[config.mk]
export PLATFORM = sky130hd
export DESIGN_NAME = ebi_chan_regs_flat
export DESIGN_NICKNAME = d
export VERILOG_FILES = /design/src/rtl/ebi_chan_regs_if.sv /design/src/rtl/ebi_chan_regs.sv /design/src/flat_wrapper.sv
export SDC_FILE = /design/constraint.sdc
export NUM_CORES = 1
export LEC_CHECK = 0
export CELL_PAD_IN_SITES_DETAIL_PLACEMENT = 0
export CELL_PAD_IN_SITES_GLOBAL_PLACEMENT = 1
export CORE_AREA = 5 5 340 342
export DETAILED_ROUTE_END_ITERATION = 7
export DIE_AREA = 0 0 345 347
export DONT_BUFFER_PORTS = 1
export GPL_TIMING_DRIVEN = 0
export PLACE_DENSITY = 0.46
export SLEW_MARGIN = 30
export SYNTH_ARGS = -nofsm -noshare
export SYNTH_HDL_FRONTEND = slang
export SYNTH_SLANG_ARGS = --single-unit
export TNS_END_PERCENT = 20
[constraint.sdc]
create_clock -name clk -period 1.99 [get_ports clk]
set_input_delay 0.0995 -clock clk [delete_from_list [all_inputs] [get_ports clk]]
set_output_delay 0.0995 -clock clk [all_outputs]
set_load 0.02 [all_outputs]
[src/rtl/ebi_chan_regs_if.sv]
// EBI-side register access bundle: word address, level we/re, byte enables,
// write data out to the bank, registered read data back to the EBI interface.
interface ebi_chan_regs_if #(
  parameter int ADDR_W = 22
);
  logic [ADDR_W-1:0] addr;
  logic              we;
  logic              re;
  logic [3:0]        be;
  logic [31:0]       write_data;
  logic [31:0]       read_data;

  modport master (
    output addr, we, re, be, write_data,
    input  read_data
  );

  modport slave (
    input  addr, we, re, be, write_data,
    output read_data
  );
endinterface

[src/rtl/ebi_chan_regs.sv]
// Register bank between EBI and NCH serial channels plus global irq block.
// Ports: clk/rst_n, bus (EBI slave), per-channel cr/tdr/sr/rdr, strobes, irq.
module ebi_chan_regs #(
  parameter int NCH       = 6,
  parameter int ADDR_W    = 22,
  parameter int GLOB_BASE = 'h100
) (
  input  logic              clk,
  input  logic              rst_n,
  ebi_chan_regs_if.slave    bus,
  output logic [NCH*32-1:0] cr_o,
  output logic [NCH*32-1:0] tdr_o,
  input  logic [NCH*32-1:0] sr_i,
  input  logic [NCH*32-1:0] rdr_i,
  output logic [NCH-1:0]    tx_write_o,
  output logic [NCH-1:0]    rx_read_o,
  output logic [NCH-1:0]    sr_read_o,
  input  logic [NCH-1:0]    chan_irq_i,
  output logic              irq_o
);

  localparam logic [31:0] NMASK =
    32'((64'd1 << NCH) - 64'd1);
  localparam logic [1:0] OFF_CR  = 2'd0;
  localparam logic [1:0] OFF_SR  = 2'd1;
  localparam logic [1:0] OFF_TDR = 2'd2;
  localparam logic [1:0] OFF_RDR = 2'd3;

  logic              armed;
  logic              we_q;
  logic              re_q;
  logic [NCH-1:0]    irq_q;
  logic [31:0]       ipr;
  logic [31:0]       imr;

  logic [ADDR_W-1:0] a;
  logic [1:0]        off;
  logic              is_chan;
  logic              is_ipr;
  logic              is_imr;
  logic              is_ivr;
  logic [NCH-1:0]    chsel;
  logic              wr_acc;
  logic              rd_acc;
  logic [31:0]       bmask;
  logic [31:0]       pend;
  logic [31:0]       ivr;
  logic [31:0]       rd_val;
  logic [31:0]       ipr_set;
  logic [31:0]       ipr_clr;

  assign a       = bus.addr;
  assign off     = a[1:0];
  assign is_chan = a < ADDR_W'(NCH * 4);
  assign is_ipr  = a == ADDR_W'(GLOB_BASE);
  assign is_imr  = a == ADDR_W'(GLOB_BASE + 1);
  assign is_ivr  = a == ADDR_W'(GLOB_BASE + 2);

  always_comb begin
    chsel = '0;
    for (int c = 0; c < NCH; c++)
      chsel[c] = is_chan &&
        (a[ADDR_W-1:2] == (ADDR_W-2)'(c));
  end

  // armed blocks the first cycle after reset so a level held
  // through reset is not mistaken for a fresh edge.
  assign wr_acc = armed & bus.we & ~we_q;
  assign rd_acc = armed & bus.re & ~re_q & ~wr_acc;

  assign bmask = {{8{bus.be[3]}}, {8{bus.be[2]}},
                  {8{bus.be[1]}}, {8{bus.be[0]}}};

  assign pend    = ipr & imr;
  assign ipr_set = 32'(chan_irq_i & ~irq_q);
  assign ipr_clr = (wr_acc && is_ipr) ?
                   (bus.write_data & bmask) : '0;

  // Lowest pending index wins: scan high to low, last hit stays.
  always_comb begin
    ivr = '0;
    for (int c = NCH - 1; c >= 0; c--)
      if (pend[c]) ivr[4:0] = 5'(c);
    ivr[31] = |pend;
  end

  always_comb begin
    rd_val = '0;
    unique case (1'b1)
      is_chan: begin
        for (int c = 0; c < NCH; c++) begin
          if (chsel[c]) begin
            unique case (off)
              OFF_CR:  rd_val = cr_o[32*c +: 32];
              OFF_SR:  rd_val = sr_i[32*c +: 32];
              OFF_RDR: rd_val = rdr_i[32*c +: 32];
              default: rd_val = '0;
            endcase
          end
        end
      end
      is_ipr:  rd_val = ipr;
      is_imr:  rd_val = imr;
      is_ivr:  rd_val = ivr;
      default: rd_val = '0;
    endcase
  end

  always_ff @(posedge clk or negedge rst_n) begin
    if (!rst_n) begin
      armed         <= 1'b0;
      we_q          <= 1'b0;
      re_q          <= 1'b0;
      irq_q         <= '0;
      cr_o          <= '0;
      tdr_o         <= '0;
      tx_write_o    <= '0;
      rx_read_o     <= '0;
      sr_read_o     <= '0;
      bus.read_data <= '0;
      ipr           <= '0;
      imr           <= '0;
      irq_o         <= 1'b0;
    end else begin
      armed      <= 1'b1;
      we_q       <= bus.we;
      re_q       <= bus.re;
      irq_q      <= chan_irq_i;
      tx_write_o <= '0;
      rx_read_o  <= '0;
      sr_read_o  <= '0;
      for (int c = 0; c < NCH; c++) begin
        if (wr_acc && chsel[c] && off == OFF_CR)
          cr_o[32*c +: 32] <=
            (cr_o[32*c +: 32] & ~bmask) |
            (bus.write_data & bmask);
        // Strobe fires even with be=0 so the channel sees the access.
        if (wr_acc && chsel[c] && off == OFF_TDR) begin
          tdr_o[32*c +: 32] <=
            (tdr_o[32*c +: 32] & ~bmask) |
            (bus.write_data & bmask);
          tx_write_o[c] <= 1'b1;
        end
        if (rd_acc && chsel[c] && off == OFF_SR)
          sr_read_o[c] <= 1'b1;
        if (rd_acc && chsel[c] && off == OFF_RDR)
          rx_read_o[c] <= 1'b1;
      end
      if (rd_acc)
        bus.read_data <= rd_val;
      // Set is or-ed in after the clear so a new edge beats a W1C.
      ipr <= ((ipr & ~ipr_clr) | ipr_set) & NMASK;
      if (wr_acc && is_imr)
        imr <= ((imr & ~bmask) |
                (bus.write_data & bmask)) & NMASK;
      irq_o <= |pend;
    end
  end

endmodule

[src/flat_wrapper.sv]
// flat-port wrapper written by rule: the top's interface ports become plain ports
module ebi_chan_regs_flat 
#(
  parameter int NCH       = 6,
  parameter int ADDR_W    = 22,
  parameter int GLOB_BASE = 'h100
)
  (clk, rst_n, cr_o, tdr_o, sr_i, rdr_i, tx_write_o, rx_read_o, sr_read_o, chan_irq_i, irq_o, bus_addr, bus_we, bus_re, bus_be, bus_write_data, bus_read_data);
  ebi_chan_regs_if #(.ADDR_W(ADDR_W)) bus_i ();
  input  logic clk;
  input  logic rst_n;
  output logic [NCH*32-1:0] cr_o;
  output logic [NCH*32-1:0] tdr_o;
  input  logic [NCH*32-1:0] sr_i;
  input  logic [NCH*32-1:0] rdr_i;
  output logic [NCH-1:0] tx_write_o;
  output logic [NCH-1:0] rx_read_o;
  output logic [NCH-1:0] sr_read_o;
  input  logic [NCH-1:0] chan_irq_i;
  output logic irq_o;
  input wire logic [$bits(bus_i.addr)-1:0] bus_addr;
  input wire logic [$bits(bus_i.we)-1:0] bus_we;
  input wire logic [$bits(bus_i.re)-1:0] bus_re;
  input wire logic [$bits(bus_i.be)-1:0] bus_be;
  input wire logic [$bits(bus_i.write_data)-1:0] bus_write_data;
  output wire logic [$bits(bus_i.read_data)-1:0] bus_read_data;
  assign bus_i.addr = bus_addr;
  assign bus_i.we = bus_we;
  assign bus_i.re = bus_re;
  assign bus_i.be = bus_be;
  assign bus_i.write_data = bus_write_data;
  assign bus_read_data = bus_i.read_data;
  ebi_chan_regs #(.NCH(NCH), .ADDR_W(ADDR_W), .GLOB_BASE(GLOB_BASE)) u_core (.clk(clk), .rst_n(rst_n), .bus(bus_i), .cr_o(cr_o), .tdr_o(tdr_o), .sr_i(sr_i), .rdr_i(rdr_i), .tx_write_o(tx_write_o), .rx_read_o(rx_read_o), .sr_read_o(sr_read_o), .chan_irq_i(chan_irq_i), .irq_o(irq_o));
endmodule
# Yosys cells after proc, flatten, opt, wreduce, memory -nomap -nowiden
# Index checks and enable logic that the tools add are counted.
# totals
in_bits,452
reg_bits,456
wordCells,162
out_inout_bits,435
# classes
n_lt_le_gt_ge,1
muxes,38
n_eq_ne,11
reduce_logical,47
bitwise,42
# op_table
cell,count
$pmux 32 s3,6
$and 32x32->32,13
$or 32x32->32,12
$mux 32,6
$pmux 32 s4,1
$eq 22x9->1 const B,3
$logic_and 1x1->1,44
$eq 20x2->1 const B,2
$eq 20x3->1 const B,2
$not 32->32,1
$reduce_or 32->1,1
$and 6x6->6,4
$lt 22x5->1 const B,1
$eq 20x1->1 const B,1
$logic_not 20->1,1
$mux 1,18
$mux 3,6
$not 6->6,2
$or 6x6->6,2
$mux 6,1
$and 1x1->1,5
$eq 2x2->1 const B,2
$not 1->1,3
$eq 2x1->1 const B,1
$logic_not 2->1,1

# Depth between registers and ports, before layout
# Gate-level depths: netlist of the first run.
# depth
word_depth,9
depth_mapped,11

# Least setup slack after synthesis of the first run
# Ideal clock, no wire load.
# synth_timing
path_type,register to register
from,register u_core.we_q
to,register (tool-made name)
setup_time_ps,125
arrival_ps,1943
path_buffers,0
path_slack_ps,-77
stages_incl_launch_ff,6
synth_period_minus_slack_ps,2067
required_ps,1865
path_cell_list,dfrtp_1 nand3b_1 nor2_1 nand2_1 nor2_2 mux2_2
# synth_rtl
item,line,rtl
"start, declared",ebi_chan_regs.sv:30,logic we_q;
"start signal, assigned",ebi_chan_regs.sv:126,we_q <= bus.we;

# Final worst setup path of the first run
# layout_timing
from,input port bus_addr[9]
to,register u_core.bus.read_data[6]
# layout_between
elab_chain_cells,9
elab_cells_between_ends,23
cone_classes,order compare (1); eq/ne (8); mux (7); reduce/logical (7)
# layout_rtl
item,line,rtl
"start, declared",flat_wrapper.sv:21,input wire logic [$bits(bus_i.addr)-1:0] bus_addr;
$lt 22x5->1 / $logic_not 20->1 (equally long branches),"ebi_chan_regs.sv:54, ebi_chan_regs.sv:63",
$logic_and 1x1->1,ebi_chan_regs.sv:62,chsel[c] = is_chan &&
$mux 32 (6 in a row),ebi_chan_regs.sv:92,if (chsel[c]) begin
$pmux 32 s4 *,ebi_chan_regs.sv:89,unique case (1'b1)
"end signal, assigned",ebi_chan_regs.sv:150,bus.read_data <= rd_val;
"end, declared",ebi_chan_regs_if.sv:20,output read_data
# Mark *: on every way between the ends. The rest lies on a longest branch, timed or not.
# A chain may end at the register's enable or synchronous reset.

==> impl_metrics.toml, run 1 <==
[detailed_routing]
ant_nets = 0
routed_wl_um = 165000
drtPass1Iterations = 7
wl_per_cell_um = 42.7
vias_per_cell = 5.02
drc_errors = 0
drtIter0Drc = 1462
num_vias = 19437

[grt]
grt_use_met2 = 0.448
grt_pass1_vias = 20701
grt_util_met3 = 0.0811
antenna_found_initial = 36
grt_pass1_wl_um = 214000
grt_overflow_total = 0
grtUsageTotal = 0.264
top_usage_layer = "met2"
grt_start_max_net_pins = 457
grtUsageMet1 = 0.331

[logic_synthesis]
synthArstFlopShare = 1.00
synth_top_family_by_area = "multiplexers"
synth_top_area_share = 0.503
synth_compound_area_frac = 0.105
synth_xor_area_frac = 0
yosysSeqAreaShare = 0.503
synth_area_leader_cell = "dfrtp_1"
yosys_register_bits = 456
syn-num-nets = 2410
syn_inst = 1958
synthFlopType = "dfrtp_1"
ys_top_cells_by_area = "dfrtp_1 50%, mux2_2 20%, mux2i_1 8.0%"
ys_warn_count = 0
yosys.area_share.simple = 0.0830
synth_area_mm2 = 0.0227
synth.area.mux_share = 0.279
yosysUniqueCellTypes = 62
syn_avg_cell_area_um2 = 11.6
synth_fa_ha_area_frac = 0
synth-edff-count = 0

[layout]
areaGrowthSynthToFinish_pct = 41.2
layout-drive-gt1-share = 0.349
stdcell_count = 3875
post-route-util = 0.286
final_nets = 2763
fin_area_mm2 = 0.0320

[critical_path]
cp_slowest_cell = "nor4_4"
worstPathRequired_ns = 2.54
regToRegSetupSlack_ns = -0.09
startpoint_type = "primary input"
path_cells = "nor4_4 > and4_1 > buf_2 > nand3_2 > buf_6 > o22ai_1 > nor2_1 > o31ai_2"
crit_path_end_kind = "flip-flop"
crit_path_max_fanout = 10
worstPathArrival_ns = 2.74
rr_worst_depth = 8
slowest_delay_ns = 0.54
crit_type = "in2reg"

[timing]
clock_skew_ns = 0.0245
relSlewSlack = 0.0631
setup_viol = 219
timing.setup.tns_ns = -7.78
slew_viol_final = 0
worst_slew_pin_slew_ns = 1.41
worst_hold_slack_ns = -0.844
post-route-period-util = 1.10
rsz0062_at_grt = "yes"
finalWorstPathRequiredPeriod_ns = 2.19
max_freq_mhz = 458
timing.final.ws_setup_ns = -0.196
finalHoldViolations = 526

[clock_tree]
cts_tree = "done"
clkTransAtPathRegs_ns = 0.06
clock_tree.buffer_depth = 3
cts_inserted_buffers = 56
root_buffer = "clkbuf_16"
cts_htree_levels = 2
clock_latency_ns = 0.64
clock_sinks = 456

[hold_path]
hp-class = "in2async"

[die]
num_io_pins = 887
start_util = 0.202
dieArea_mm2 = 0.120
die_w_um = 345
core_mm2 = 0.112
die_y_um = 347
fp-row-count = 123

[place]
place_area_mm2 = 0.0250
dp_cells = 3473
detailedPlace.worstSlack_ns = -2.04
finalWeightedCongestion = 0.841
port_buffers = 0
dp_hpwl_um = 127000

[power_and_ir_drop]
net-switching-power_mw = 6.10
share_clk_of_total_power = 0.481
p_leak_nw = 14.0
combPwrFrac = 0.105
swShare = 0.271
p_seq_frac = 0.414
peakVddDrop_mv = 0.587
intPower_mw = 16.4
p_per_area_mw_per_mm2 = 704

[status]
status = "complete, but fails checks"
violations = "negative hold slack, negative setup slack"

[flow_run]
drv_cap = 0
==> kinds of logic (layout without fill, tap and decap cells) <==
logic type | count (synthesis) | in the layout
muxes | 580 | 580
DFF | 456 | 456
and+or+nand+nor | 389 | 389
AOI/OAI and AO/OA | 378 | 378
buffers and inverters | 154 | 554
other | 1 | 18
==> final cells by class <==
| type | instances | area, µm² |
|---|---|---|
| Sequential cell | 456 | 11400 |
| Antenna cell | 17 | 42.5 |
| Multi-Input combinational cell | 1348 | 12100 |
| Clock inverter | 30 | 310 |
| Buffer | 141 | 1020 |
| Timing Repair Buffer | 296 | 3600 |
| Tap cell | 1500 | 1880 |
| Inverter | 12 | 48.8 |
| Fill cell | 11674 | 80000 |
| Clock buffer | 75 | 1600 |
==> cells in the mapped netlist, drive strengths merged, types with 4 or more instances <==
| master | number |
|---|---|
| mux2i | 182 |
| and3 | 4 |
| a32o | 7 |
| o31ai | 15 |
| a211oi | 36 |
| mux2 | 395 |
| a22o | 9 |
| a22oi | 7 |
| clkbuf | 85 |
| dfrtp | 456 |
| o211ai | 20 |
| o2bb2ai | 8 |
| a221oi | 9 |
| nor2b | 5 |
| nand3 | 31 |
| nor4 | 8 |
| a21oi | 106 |
| a32oi | 4 |
| nor2 | 191 |
| nor3 | 20 |
| buf | 57 |
| and4 | 4 |
| a2111oi | 7 |
| nand2 | 106 |
| a31oi | 6 |
| o21ai | 103 |
| inv | 12 |
| nand4 | 7 |
| o22ai | 20 |
| a221o | 8 |
==> critical path, delay by kind of cell <==
family,cells,cell delay [ns]
AO/OA/AOI/OAI,2,0.71
buffers and inverters,2,0.60
AND/OR/NAND/NOR,4,1.27
==> per-stage QoR <==
step           hold WS, ns  power [mW]
6_report            -0.844        22.5
3_5_place_dp        -0.182        11.3
3_3_place_gp        -0.182        11.2
4_1_cts             -0.901        22.8
2_1_floorplan       -0.196        10.3
5_1_grt             -0.886        23.2
==> cells in the final DEF (no fill, tap or decap), types with 22 or more instances in the layout <==
cell           netlist  final
a211oi_1            36     33
a21oi_1            106     97
buf_12               0     48
buf_4                3     26
buf_6                3     32
clkbuf_1            85     43
clkbuf_16            0     58
clkbuf_2             0     23
clkbuf_4             0     22
dfrtp_1            456    454
dlygate4sd3_1        0    214
mux2_2             393    234
mux2_4               0    161
mux2i_1            182    169
nand2_1            101     95
nor2_1             149    144
nor2_4               5     45
o21ai_0            103    101
==> power by group through the flow <==
stage          registers, mW  clock network (mW)  logic, mW
3_5_place_dp            9.50                   0       1.80
5_1_grt                 9.32                11.4       2.45
2_1_floorplan           9.49                   0      0.774
3_3_place_gp            9.50                   0       1.72
4_1_cts                 9.33                11.1       2.35
6_report                9.33                10.8       2.36
==> worst paths after layout <==
kind	from	end
max	bus_addr[9]	u_core.bus.read_data[6]$_DFFE_PN0P_
min	rst_n	asynchronous set/reset pin
max reg2reg	u_core.we_q$_DFF_PN0_	flip-flop
min reg2reg	flip-flop	flip-flop
max in group asynchronous	rst_n	asynchronous set/reset pin
min in group clk	bus_be[2]	flip-flop
==> what timing repair did <==
action                     in CTS  in global routing
setup endpoints to repair     445                359
hold buffers                  211                  3
gates resized for setup       346                120
pin swaps                      65                 30
cloned                          1                  0
buffers inserted               66                  1
hold endpoints to repair      814                725
==> layer usage <==
| layer | vias up | wire length, µm |
|---|---|---|
| met5 | - | 82 |
| met4 | 12 | 4390 |
| li1 | 7920 | - |
| met1 | 10285 | 69100 |
| met2 | 1004 | 79300 |
| met3 | 216 | 12400 |
Note: power is estimated with default switching activity, not from simulation.
==> run 2, diff against run 1 <==
--- a/config.mk
+++ b/config.mk
@@ -7,12 +7,14 @@
 export LEC_CHECK = 0
 export CELL_PAD_IN_SITES_DETAIL_PLACEMENT = 0
 export CELL_PAD_IN_SITES_GLOBAL_PLACEMENT = 1
-export CORE_AREA = 5 5 340 342
+export CORE_AREA = 4 4 341 343
+export CTS_BUF_LIST = sky130_fd_sc_hd__clkbuf_2 sky130_fd_sc_hd__clkbuf_4 sky130_fd_sc_hd__clkbuf_8
 export DETAILED_ROUTE_END_ITERATION = 7
 export DIE_AREA = 0 0 345 347
 export DONT_BUFFER_PORTS = 1
 export GPL_TIMING_DRIVEN = 0
 export PLACE_DENSITY = 0.46
+export SETUP_SLACK_MARGIN = 0.1
 export SLEW_MARGIN = 30
 export SYNTH_ARGS = -nofsm -noshare
 export SYNTH_HDL_FRONTEND = slang
==> run 2 against run 1 <==
  * The run still ends with negative hold slack, negative setup slack left
  * Total power increased by 0.83%
  * Sequential share of layout area is 1.5 points lower
  * Clock skew up 0.038 ns
  * Clock power barely moved
  * Hold slack got worse by 0.14 ns
  * Register-to-register slack about the same
  * Sequential power is essentially flat
  * First-iteration DRC count up 0.27%
  * Critical path depth unchanged
  * Largest cell class unchanged
==> impl_metrics.toml, run 2 (same netlist as run 1, synthesis figures left out) <==
[status]
status = "complete, but fails checks"
violations = "negative hold slack, negative setup slack"

[timing]
rsz0062_at_grt = "yes"
setup_viol = 214
timing.setup.tns_ns = -8.13
clock_skew_ns = 0.0620
slew_viol_final = 0
timing.final.ws_setup_ns = -0.0854
worst_slew_pin_slew_ns = 1.24
post-route-period-util = 1.04
finalHoldViolations = 553
relSlewSlack = 0.170
finalWorstPathRequiredPeriod_ns = 2.08
worst_hold_slack_ns = -0.984
max_freq_mhz = 482

[flow_run]
drv_cap = 0

[layout]
final_nets = 2889
areaGrowthSynthToFinish_pct = 47.6
nFillCells = 11808
layout-drive-gt1-share = 0.362
mostFrequentLayoutCells = "447 x dfrtp_1, 304 x dlygate4sd3_1, 245 x mux2_4"
layout_commonest_cell = "dfrtp_1"
stdcell_count = 4031

[place]
port_buffers = 0
finalWeightedCongestion = 0.846
dp_hpwl_um = 126000
detailedPlace.worstSlack_ns = -1.97
dp_cells = 3484

[detailed_routing]
drc_errors = 0
drtPass1Iterations = 5
ant_nets = 0
routed_wl_um = 167000
wl_per_cell_um = 41.5
drtIter0Drc = 1466
vias_per_cell = 5.01
num_vias = 20180

[power_and_ir_drop]
share_clk_of_total_power = 0.476
net-switching-power_mw = 6.23
p_leak_nw = 14.6
p_seq_frac = 0.411
swShare = 0.274
peakVddDrop_mv = 0.435
intPower_mw = 16.5
p_per_area_mw_per_mm2 = 679
combPwrFrac = 0.113

[critical_path]
rr_worst_depth = 8
startpoint_type = "flip-flop"
crit_path_end_kind = "flip-flop"
worstPathArrival_ns = 2.69
crit_path_max_fanout = 6
worstPathRequired_ns = 2.60
crit_type = "reg2reg"
r2r-start = "u_core.we_q$_DFF_PN0_"
regToRegSetupSlack_ns = -0.09

[grt]
grt_overflow_total = 0
grtUsageTotal = 0.269
antenna_found_initial = 36
grt_pass1_vias = 21952
grt_pass1_wl_um = 216000
grt_start_max_net_pins = 457

[die]
die_y_um = 347
start_util = 0.200
core_mm2 = 0.114
num_io_pins = 887
fp-row-count = 124
die_w_um = 345
dieArea_mm2 = 0.120

[clock_tree]
cts_htree_levels = 3
cts_inserted_buffers = 89
clock_latency_ns = 0.77
clkTransAtPathRegs_ns = 0.07
root_buffer = "clkbuf_8"
cts_tree = "done"
clock_sinks = 456
clock_tree.buffer_depth = 3

[hold_path]
hp-class = "in2async"
==> run 2: layer usage <==
| metal | GRT usage | part of all wire |
|---|---|---|
| met3 | 0.0836 | 0.086 |
| met5 | 0 | 0.00050 |
| met1 | 0.336 | 0.41 |
| met2 | 0.440 | 0.47 |
| met4 | 0.0915 | 0.034 |
==> run 2: final cells by class <==
type / count / area, µm² / share of cell area
Sequential cell: 456 / 11400 / 0.341
Antenna cell: 20 / 50.0 / 0.00150
Clock inverter: 21 / 317 / 0.00946
Buffer: 142 / 1010 / 0.0301
Tap cell: 1512 / 1890 / 0.0565
Inverter: 12 / 48.8 / 0.00146
Clock buffer: 132 / 1660 / 0.0496
Multi-Input combinational cell: 1348 / 12600 / 0.376
Timing Repair Buffer: 388 / 4490 / 0.134
==> run 2: critical path, stage by stage, from the launching register on <==
cell,delay (ns)
dfrtp_1,0.38
nand3b_1,0.29
nor3_4,0.18
buf_6,0.17
buf_12,0.16
nand2_8,0.10
nor2_4,0.15
buf_12,0.16
mux2_4,0.30
==> run 2: repair_timing <==
action | in CTS | in global routing
pin swaps | 73 | 51
setup endpoints to repair | 445 | 429
gates cloned | 1 | 0
resized for setup | 468 | 127
buffers inserted | 67 | 2
hold endpoints to repair | 880 | 648
hold buffers | 303 | 1
==> run 2: worst max-delay path by stage <==
| stage | start | end | slack, ns | depth (start not counted) |
|---|---|---|---|---|
| finish | u_core.we_q$_DFF_PN0_ | flip-flop | -0.09 | 8 |
| global route | u_core.we_q$_DFF_PN0_ | flip-flop | -0.12 | 8 |
| CTS | u_core.we_q$_DFF_PN0_ | flip-flop | -0.13 | 8 |
| detailed placement | bus_addr[0] | u_core.bus.read_data[24]$_DFFE_PN0P_ | -1.97 | 9 |
| global placement | bus_addr[1] | u_core.bus.read_data[20]$_DFFE_PN0P_ | -3.75 | 8 |
| floorplan | bus_addr[16] | flip-flop | 0.03 | 7 |
==> run 2: power groups by stage <==
stage	clock network, mW	logic, mW	registers, mW
final	10.8	2.58	9.33
after global routing	11.5	2.66	9.33
after detailed placement	0	1.80	9.49
after CTS	11.1	2.54	9.33
after floorplan	0	0.776	9.49
after global placement	0	1.72	9.50
==> run 2: stage by stage <==
stage	util	area [µm²]	power (mW)	hold WS (ns)
6_report	0.295	33500	22.7	-0.984
3_3_place_gp	0.217	24600	11.2	-0.184
5_1_grt	0.294	33400	23.5	-1.04
2_1_floorplan	-	22700	10.3	-0.196
4_1_cts	0.290	32900	23.0	-1.05
3_5_place_dp	0.220	25000	11.3	-0.183
==> run 3, diff against run 2 <==
--- a/config.mk
+++ b/config.mk
@@ -5,15 +5,16 @@
 export SDC_FILE = /design/constraint.sdc
 export NUM_CORES = 1
 export LEC_CHECK = 0
+export CAP_MARGIN = 10
 export CELL_PAD_IN_SITES_DETAIL_PLACEMENT = 0
 export CELL_PAD_IN_SITES_GLOBAL_PLACEMENT = 1
-export CORE_AREA = 4 4 341 343
+export CORE_AREA = 4 4 344 346
 export CTS_BUF_LIST = sky130_fd_sc_hd__clkbuf_2 sky130_fd_sc_hd__clkbuf_4 sky130_fd_sc_hd__clkbuf_8
 export DETAILED_ROUTE_END_ITERATION = 7
-export DIE_AREA = 0 0 345 347
+export DIE_AREA = 0 0 348 350
 export DONT_BUFFER_PORTS = 1
 export GPL_TIMING_DRIVEN = 0
-export PLACE_DENSITY = 0.46
+export PLACE_DENSITY = 0.44
 export SETUP_SLACK_MARGIN = 0.1
 export SLEW_MARGIN = 30
 export SYNTH_ARGS = -nofsm -noshare
==> constraint.sdc (replaced) <==
create_clock -name clk -period 2.4 [get_ports clk]
set_input_delay 0.12 -clock clk [delete_from_list [all_inputs] [get_ports clk]]
set_output_delay 0.12 -clock clk [all_outputs]
set_load 0.02 [all_outputs]
==> run 3 against run 2 <==
  * The run still ends with negative hold slack, negative setup slack left
  * Maximum frequency fell by 17%
  * Critical path depth fell by 2
  * Clock power fell by 17%
  * Register-to-register slack got worse by 0.02 ns
  * Cell count rose by 0.45%
  * Core utilization fell by 2.2 points
  * Total power fell by 17%
  * Largest cell class is now flip-flops and latches
  * Highest routed layer unchanged
==> impl_metrics.toml, run 3 (same netlist as run 1, synthesis figures left out) <==
[status]
status = "complete, but fails checks"
violations = "negative hold slack, negative setup slack"

[grt]
grt_start_max_net_pins = 457
grtUsageTotal = 0.264
grt_overflow_total = 0
grt_pass1_vias = 21450
grt_pass1_wl_um = 213000
antenna_found_initial = 36

[clock_tree]
cts_inserted_buffers = 90
root_buffer = "clkbuf_8"
cts_htree_levels = 3
cts_tree = "done"
clock_tree.buffer_depth = 3
clock_sinks = 456
clkTransAtPathRegs_ns = 0.06
clock_latency_ns = 0.79

[critical_path]
worstPathRequired_ns = 3.04
crit_path_start = "u_core.we_q$_DFF_PN0_"
cp_slowest_cell = "nor2_2"
startpoint_type = "flip-flop"
path_cells = "nand3b_1 > nor3_4 > buf_6 > nand2_2 > nor2_2 > mux2_2"
crit_path_end_kind = "flip-flop"
r2r-start = "u_core.we_q$_DFF_PN0_"
crit_path_max_fanout = 8
worstPathArrival_ns = 3.15
crit_type = "reg2reg"
slowest_delay_ns = 0.66

[flow_run]
drv_cap = 0

[timing]
slew_viol_final = 0
finalHoldViolations = 456
clock_skew_ns = 0.0646
relSlewSlack = 0.295
rsz0062_at_grt = "yes"
worst_slew_pin_slew_ns = 1.06
post-route-period-util = 1.04
setup_viol = 16
timing.final.ws_setup_ns = -0.107
finalWorstPathRequiredPeriod_ns = 2.51
max_freq_mhz = 399
worst_hold_slack_ns = -0.972

[place]
dp_hpwl_um = 128000
port_buffers = 0
detailedPlace.worstSlack_ns = -1.57
finalWeightedCongestion = 0.828
place_area_mm2 = 0.0252

[power_and_ir_drop]
p_per_area_mw_per_mm2 = 599
net-switching-power_mw = 5.21
share_clk_of_total_power = 0.477
swShare = 0.277
p_seq_frac = 0.411
peakVddDrop_mv = 0.376
p_leak_nw = 14.1
intPower_mw = 13.6
combPwrFrac = 0.112
finalPower_mw = 18.8

[layout]
fin_area_mm2 = 0.0315
areaGrowthSynthToFinish_pct = 38.8
layout_commonest_cell = "dfrtp_1"
layout-drive-gt1-share = 0.316
final_nets = 2893
mostFrequentLayoutCells = "455 x dfrtp_1, 393 x mux2_2, 352 x dlygate4sd3_1"

[detailed_routing]
routed_wl_um = 166000
wl_per_cell_um = 40.9
ant_nets = 0
drtIter0Drc = 1432
num_vias = 19955
drc_errors = 0
vias_per_cell = 4.93
drtPass1Iterations = 5

[die]
fp-row-count = 125
num_io_pins = 887
start_util = 0.196
dieArea_mm2 = 0.122
die_y_um = 350
die_w_um = 348
core_mm2 = 0.115

[hold_path]
hp-class = "in2async"
run 3: cell types whose count changed in the layout (fill, tap and decap cells not counted), moves of 9 or more:
cell,before,now
mux2i_1,170,181
dlygate4sd3_1,304,352
mux2_2,148,393
mux2_4,245,0
buf_6,38,10
o31ai_4,9,0
clkbuf_2,27,38
buf_12,44,6
o31ai_1,1,15
buf_2,8,24
run 3: cell type report:
| class | instances | area, µm² |
|---|---|---|
| multi-input cells | 1348 | 11000 |
| well taps | 1524 | 1910 |
| clock inverters | 19 | 235 |
| fillers | 12200 | 84000 |
| repair buffers | 391 | 4220 |
| diodes | 18 | 45.0 |
| inverters | 12 | 48.8 |
| clock buffers | 139 | 1770 |
| flip-flops and latches | 456 | 11400 |
| plain buffers | 142 | 790 |
run 3: routing by layer:
| metal | part of all wire | vias to the layer above | GRT usage |
|---|---|---|---|
| met4 | 0.032 | 14 | 0.0888 |
| li1 | - | 8186 | - |
| met5 | 0.00062 | - | 0 |
| met2 | 0.47 | 1111 | 0.434 |
| met1 | 0.42 | 10419 | 0.327 |
| met3 | 0.082 | 225 | 0.0844 |
run 3: power groups by stage:
stage	registers [mW]	clock network, mW	logic, mW
after floorplan	7.87	0	0.642
after global placement	7.87	0	1.43
after detailed placement	7.87	0	1.52
after CTS	7.74	9.25	2.11
after global routing	7.73	9.56	2.19
final	7.74	8.98	2.11
run 3: worst paths after layout:
kind	to	slack [ns]	cells after the start
max	flip-flop	-0.11	6
min	u_core.ipr[5]$_DFF_PN0_	-0.97	0
max reg2reg	flip-flop	-0.11	6
min reg2reg	flip-flop	0.56	1
max in group asynchronous	u_core.bus.read_data[12]$_DFFE_PN0P_	2.46	0
min in group clk	u_core.bus.read_data[7]$_DFFE_PN0P_	0.10	6
run 3: critical path, delay by kind of cell (launching register included):
kind	cells	cell delay [ns]
mux	1	0.42
buf+inv	1	0.21
flops	1	0.38
simple gates	4	1.34
run 3: what timing repair did:
item,4_1_cts,5_1_grt
setup endpoints to repair,357,286
gates resized for setup,94,43
pin swaps,12,14
hold buffers,351,1
setup buffers,15,4
hold endpoints to repair,872,496
run 3: through the flow:
step,instances,hold WS [ns],TNS [ns],util
6_report,4049,-0.972,-1.32,0.273
5_1_grt,4037,-1.06,-2.83,0.272
2_1_floorplan,1958,-0.176,0,-
4_1_cts,4026,-1.10,-1.20,0.271
3_3_place_gp,3482,-0.160,-703.88,0.213
3_5_place_dp,3502,-0.162,-402.19,0.218
